### src/rtl/io_pkg.sv
// Shared definitions for the buffered byte/word I/O unit.
package io_pkg;

  localparam int unsigned OPE_IN_BIT   = 3;
  localparam int unsigned OPE_WORD_BIT = 4;

  typedef enum logic {
    IDLE = 1'b0,
    XFER = 1'b1
  } io_state_e;

endpackage

### src/rtl/io_byte_fifo.sv
// 8-bit synchronous FIFO; push into a full FIFO or pop from an empty one is dropped.
module io_byte_fifo #(
  parameter int unsigned DEPTH = 16
) (
  input  logic                     clk,
  input  logic                     rstn,
  input  logic                     push,
  input  logic [7:0]               din,
  input  logic                     pop,
  output logic                     full,
  output logic                     empty,
  output logic [$clog2(DEPTH):0]   count,
  output logic [7:0]               head
);

  localparam int unsigned PW = $clog2(DEPTH);
  localparam logic [PW:0] FULL_CNT = DEPTH[PW:0];

  logic [7:0]    mem_q [DEPTH];
  logic [PW-1:0] wr_ptr_q, wr_ptr_d;
  logic [PW-1:0] rd_ptr_q, rd_ptr_d;
  logic [PW:0]   count_q, count_d;
  logic          do_push, do_pop;

  assign full    = (count_q == FULL_CNT);
  assign empty   = (count_q == '0);
  assign count   = count_q;
  assign do_push = push && !full;
  assign do_pop  = pop && !empty;
  // Gated so the head reads zero out of reset even though storage is not cleared.
  assign head    = empty ? '0 : mem_q[rd_ptr_q];

  always_comb begin
    wr_ptr_d = wr_ptr_q;
    rd_ptr_d = rd_ptr_q;
    count_d  = count_q;
    if (do_push) wr_ptr_d = wr_ptr_q + PW'(1);
    if (do_pop)  rd_ptr_d = rd_ptr_q + PW'(1);
    case ({do_push, do_pop})
      2'b10:   count_d = count_q + (PW+1)'(1);
      2'b01:   count_d = count_q - (PW+1)'(1);
      default: count_d = count_q;
    endcase
  end

  always_ff @(posedge clk or negedge rstn) begin
    if (!rstn) begin
      wr_ptr_q <= '0;
      rd_ptr_q <= '0;
      count_q  <= '0;
    end else begin
      wr_ptr_q <= wr_ptr_d;
      rd_ptr_q <= rd_ptr_d;
      count_q  <= count_d;
    end
  end

  always_ff @(posedge clk) begin
    if (do_push) mem_q[wr_ptr_q] <= din;
  end

endmodule

### src/rtl/io_buffered.sv
// Buffered IN/OUT unit: byte or 4-byte little-endian ops against RX/TX FIFOs,
// with IN results written back to the register file.
module io_buffered
  import io_pkg::*;
#(
  parameter  int unsigned RX_DEPTH = 16,
  parameter  int unsigned TX_DEPTH = 16,
  localparam int unsigned LVL_W    = $clog2(RX_DEPTH) + 1
) (
  input  logic             clk,
  input  logic             rstn,
  input  logic [5:0]       ope,
  input  logic [31:0]      ds_val,
  input  logic [5:0]       dd,
  output logic [5:0]       reg_addr,
  output logic [31:0]      reg_dd_val,
  output logic             io_busy,
  input  logic [7:0]       io_in_data,
  input  logic             io_in_vld,
  output logic             io_in_rdy,
  output logic [7:0]       io_out_data,
  output logic             io_out_vld,
  input  logic             io_out_rdy,
  output logic [LVL_W-1:0] rx_level
);

  logic                        rx_full, rx_empty, rx_pop;
  logic [7:0]                  rx_head;
  logic                        tx_full, tx_empty, tx_push;
  logic [7:0]                  tx_din;
  logic [$clog2(TX_DEPTH):0]   tx_count_unused;

  io_state_e   state_q, state_d;
  logic        is_in_q, is_in_d;
  logic [1:0]  rem_q, rem_d;
  logic [1:0]  idx_q, idx_d;
  logic [31:0] data_q, data_d;
  logic [5:0]  addr_q, addr_d;
  logic        busy_q, busy_d;
  logic [5:0]  reg_addr_q, reg_addr_d;
  logic [31:0] reg_dd_val_q, reg_dd_val_d;
  logic [31:0] word;

  io_byte_fifo #(.DEPTH(RX_DEPTH)) u_rx (
    .clk   (clk),
    .rstn  (rstn),
    .push  (io_in_vld),
    .din   (io_in_data),
    .pop   (rx_pop),
    .full  (rx_full),
    .empty (rx_empty),
    .count (rx_level),
    .head  (rx_head)
  );

  io_byte_fifo #(.DEPTH(TX_DEPTH)) u_tx (
    .clk   (clk),
    .rstn  (rstn),
    .push  (tx_push),
    .din   (tx_din),
    .pop   (io_out_rdy),
    .full  (tx_full),
    .empty (tx_empty),
    .count (tx_count_unused),
    .head  (io_out_data)
  );

  assign io_in_rdy  = !rx_full;
  assign io_out_vld = !tx_empty;
  assign tx_din     = data_q[{idx_q, 3'b000} +: 8];
  assign io_busy    = busy_q;
  assign reg_addr   = reg_addr_q;
  assign reg_dd_val = reg_dd_val_q;

  always_comb begin
    state_d      = state_q;
    is_in_d      = is_in_q;
    rem_d        = rem_q;
    idx_d        = idx_q;
    data_d       = data_q;
    addr_d       = addr_q;
    busy_d       = busy_q;
    reg_addr_d   = '0;
    reg_dd_val_d = reg_dd_val_q;
    tx_push      = 1'b0;
    rx_pop       = 1'b0;
    word         = data_q;
    case (state_q)
      IDLE: begin
        if (ope != '0) begin
          is_in_d = ope[OPE_IN_BIT];
          rem_d   = ope[OPE_WORD_BIT] ? 2'd3 : 2'd0;
          data_d  = ds_val;
          addr_d  = dd;
          idx_d   = '0;
          busy_d  = 1'b1;
          state_d = XFER;
        end
      end
      XFER: begin
        if (!is_in_q) begin
          if (!tx_full) begin
            tx_push = 1'b1;
            idx_d   = idx_q + 2'd1;
            if (idx_q == rem_q) begin
              busy_d  = 1'b0;
              state_d = IDLE;
            end
          end
        end else if (!rx_empty) begin
          rx_pop = 1'b1;
          // First popped byte clears the latched operand so upper lanes read zero.
          word   = (idx_q == 2'd0) ? '0 : data_q;
          word[{idx_q, 3'b000} +: 8] = rx_head;
          data_d = word;
          idx_d  = idx_q + 2'd1;
          if (idx_q == rem_q) begin
            reg_addr_d   = addr_q;
            reg_dd_val_d = word;
            busy_d       = 1'b0;
            state_d      = IDLE;
          end
        end
      end
      default: state_d = IDLE;
    endcase
  end

  always_ff @(posedge clk or negedge rstn) begin
    if (!rstn) begin
      state_q      <= IDLE;
      is_in_q      <= 1'b0;
      rem_q        <= '0;
      idx_q        <= '0;
      data_q       <= '0;
      addr_q       <= '0;
      busy_q       <= 1'b0;
      reg_addr_q   <= '0;
      reg_dd_val_q <= '0;
    end else begin
      state_q      <= state_d;
      is_in_q      <= is_in_d;
      rem_q        <= rem_d;
      idx_q        <= idx_d;
      data_q       <= data_d;
      addr_q       <= addr_d;
      busy_q       <= busy_d;
      reg_addr_q   <= reg_addr_d;
      reg_dd_val_q <= reg_dd_val_d;
    end
  end

endmodule

### config.mk
export PLATFORM = sky130hd
export DESIGN_NAME = io_buffered
export DESIGN_NICKNAME = d
export VERILOG_FILES = /design/src/rtl/io_pkg.sv /design/src/rtl/io_byte_fifo.sv /design/src/rtl/io_buffered.sv
export SDC_FILE = /design/constraint.sdc
export NUM_CORES = 1
export LEC_CHECK = 0
export BUFFER_PORTS_ARGS = -buffer_cell sky130_fd_sc_hd__buf_2
export CORE_ASPECT_RATIO = 0.7
export CORE_MARGIN = 1.5
export CORE_UTILIZATION = 40
export DETAILED_ROUTE_END_ITERATION = 6
export SYNTH_ARGS = -nofsm -noshare
export SYNTH_HDL_FRONTEND = slang
export SYNTH_SLANG_ARGS = --single-unit
### constraint.sdc
create_clock -name clk -period 6.5 [get_ports clk]
set_input_delay 0.65 -clock clk [delete_from_list [all_inputs] [get_ports clk]]
set_output_delay 0.65 -clock clk [all_outputs]
set_load 0.02 [all_outputs]
==> results_dict.tcl <==
set metrics [dict create \
    status "complete, no violations" \
    slew_violations 0 \
    ys_warn_count 0 \
    crit_path_start_kind "flop" \
    fin_crit_ns 3.60 \
    via_per_inst 5.72 \
    crit_required_ns 5.85 \
    crit_type "reg2out" \
    areaGrowthSynthToFinish_pct 14.0 \
    io_pins 110 \
    tightestPinTransition_ns 1.09 \
    grt_usage 0.202 \
    ant_nets 0 \
    worstHoldPathType "in2async" \
    synth_area_leader_cell "edfxtp_1" \
    cts_max_path_buffers 3 \
    cp_slowest_cell "mux4_2" \
    cts_setup_buffers 0 \
    power_density_nw_per_um2 520 \
    max_stage_delay_ns 0.67 \
    cts-resized-gates 0 \
    synthTopCellsByArea "edfxtp_1 (48%), dfrtp_1 (17%), mux4_2 (11%), mux2i_1 (3.2%), ha_1 (1.8%)" \
    coreArea_um2 38800 \
    start_util 0.410 \
    grt_pass1_wl_um 60600 \
    cts_max_level 2 \
    nets 1200 \
    hold_viol_final 0 \
    worstPathMaxFanout 35 \
    setup_slack_ns 2.90 \
    critical_path.cell_chain "buf_4 -> mux4_2 -> mux4_2 -> nor2b_1 -> buf_2" \
    ys_seq_area_frac 0.652 \
    synth_ff_type "edfxtp_1" \
    clkLatencyLatePin_ns 0.55 \
    cts_tree "done" \
    crit_arrival_ns 2.95 \
    postSynthCellCount 1020 \
    wl_per_cell_um 24.3 \
    gp_congestion 0.835 \
    rr_endpoint "u_rx.count[4]" \
    skew_ns 0.0320 \
    slew_headroom 0.274 \
    remaining_drc_errors 0 \
    hold_slack_ns 0.102 \
    synth.top_cell.area_share 0.483 \
    grt-ovfl-total 0 \
    dieHeight_um 170 \
    syn-cell-area_um2 15900 \
    syn_area_per_cell_um2 15.6 \
    routed_wirelength_um 40700 \
    cts_sinks 364 \
    post-route-period-util 0.554 \
    drv_cap 0 \
    end_kind "output port" \
    stdcell_area_um2 18100 \
    rr_startpoint "u_rx.count[1]" \
    fp.dieArea_um2 41000 \
    dp_hpwl_um 27200 \
    setup_viol 0 \
    final_common_cell "edfxtp_1" \
    dp_slack_ns 3.02 \
    holdBufCountCts 0 \
    grt_pass1_vias 9441 \
    fp.dieW_um 241 \
    vdd_ir_drop_max_v 0.000218 \
    multiInputGateArea_um2 5160 \
    dr.pass1.iters 6 \
    placed_cell_area_um2 16900 \
    ff_latch_area_um2 10400 \
    drt_iter0_markers 952 \
    antenna_found_initial 2 \
    clockRootBuffer "clkbuf_16" \
    rr_worst_depth 10 \
    drive_gt1_frac 0.252 \
    rsz0062_at_grt "false" \
    ys_types 50 \
    rows 60 \
    final_cell_mix "edfxtp_1 (256), buf_2 (108), dfrtp_1 (104), mux4_2 (80), nor2_1 (63)" \
    rrSetupSlack_ns 2.93 \
    leakagePower_nw 6.77 \
    fmaxAchievable_ghz 0.278 \
    clkTransAtPathRegs_ns 0.06 \
    cts_buffers 38 \
    routed-via-count 9592 \
    grt_max_degree 88 \
    tns_ns 0 \
    ys_ff_latch 364 \
    critPathMostFrequentCell "mux4_2" \
    synth_fp_nets 1100 \
    place.port_buffers 109 \
    synth_edf_count 256 \
    num-fill-cells 3375 \
    ys_async_sr_fraction 0.297 \
]
==> logic make-up (layout without fill, tap and decap cells) <==
logic type / Yosys count / count (layout) / synth area share
AOI/OAI and AO/OA: 167 / 167 / 0.0691
xor gates and xnor gates: 23 / 23 / 0.0127
adders and majority gates: 24 / 24 / 0.0193
buffers and inverters: 81 / 209 / 0.0238
DFF: 364 / 364 / 0.652
muxes: 149 / 149 / 0.159
other: 0 / 1 / 0
and+or+nand+nor: 212 / 212 / 0.0637
==> Yosys cell counts, types with 12 or more instances <==
cell	n
buf_2	15
mux2_2	14
edfxtp_1	256
mux2i_1	51
dfrtp_1	108
nor2b_1	12
inv_1	15
o21ai_0	40
xnor2_1	15
nor3b_1	16
clkbuf_1	30
mux4_2	80
nand3_1	26
o22ai_1	32
nor2_1	63
a21oi_1	29
nand2_1	58
o221ai_1	32
ha_1	23
==> area by class of cell <==
class / instances / area share
inverters: 16 / 0.00331
diodes: 1 / 0.000138
flip-flops and latches: 364 / 0.573
well taps: 527 / 0.0363
clock buffers: 50 / 0.0560
clock inverters: 18 / 0.0103
multi-input cells: 575 / 0.284
repair buffers: 125 / 0.0368
==> state kept, by name, summed over array words and instances, names as in the netlist, 4 cells and up <==
signal         count
u_rx.count         5
reg_dd_val        32
u_rx.mem_q       128
addr_q             6
data_q            32
reg_addr           6
u_rx.wr_ptr_q      4
u_tx.count         5
u_tx.wr_ptr_q      4
u_tx.rd_ptr_q      4
u_tx.mem_q       128
u_rx.rd_ptr_q      4
==> worst max-delay path, delay by kind of cell (launching register included) <==
| kind | cells | cell delay, ns |
|---|---|---|
| buffers and inverters | 2 | 0.76 |
| flip-flops | 1 | 0.34 |
| multiplexers | 2 | 1.14 |
| AND/OR/NAND/NOR | 1 | 0.15 |
==> how the worst max path moves through the flow <==
stage,start,endpoint,cells after the start
2_1_floorplan,u_rx.count[1],u_rx.count[4],13
3_3_place_gp,u_rx.count[1],u_rx.count[4],10
3_5_place_dp,u_rx.count[1],u_rx.count[4],10
4_1_cts,u_tx.rd_ptr_q[0],io_out_data[4],5
5_1_grt,u_rx.count[1],u_rx.count[4],10
6_report,u_tx.rd_ptr_q[0],io_out_data[0],5
==> routing by layer <==
metal | GRT usage | wire [um] | up-vias
li1 | - | - | 4184
met1 | 0.307 | 19000 | 4972
met5 | 0 | 0 | -
met4 | 0.0530 | 922 | 0
met3 | 0.0456 | 3280 | 52
met2 | 0.291 | 17500 | 384
==> power by group <==
group / internal, mW / switching (mW)
logic: 1.40 / 2.20
clock network: 1.20 / 0.918
registers: 3.20 / 0.532
total: 5.80 / 3.65
==> per-stage QoR <==
step	total power, mW	util	std cells
after floorplan	6.11	-	1020
after global placement	7.31	0.437	1607
after detailed placement	7.37	0.437	1607
after CTS	9.51	0.468	1675
after global routing	9.93	0.468	1676
final	9.45	0.468	1676
Note: power is estimated with default switching activity, not from simulation.
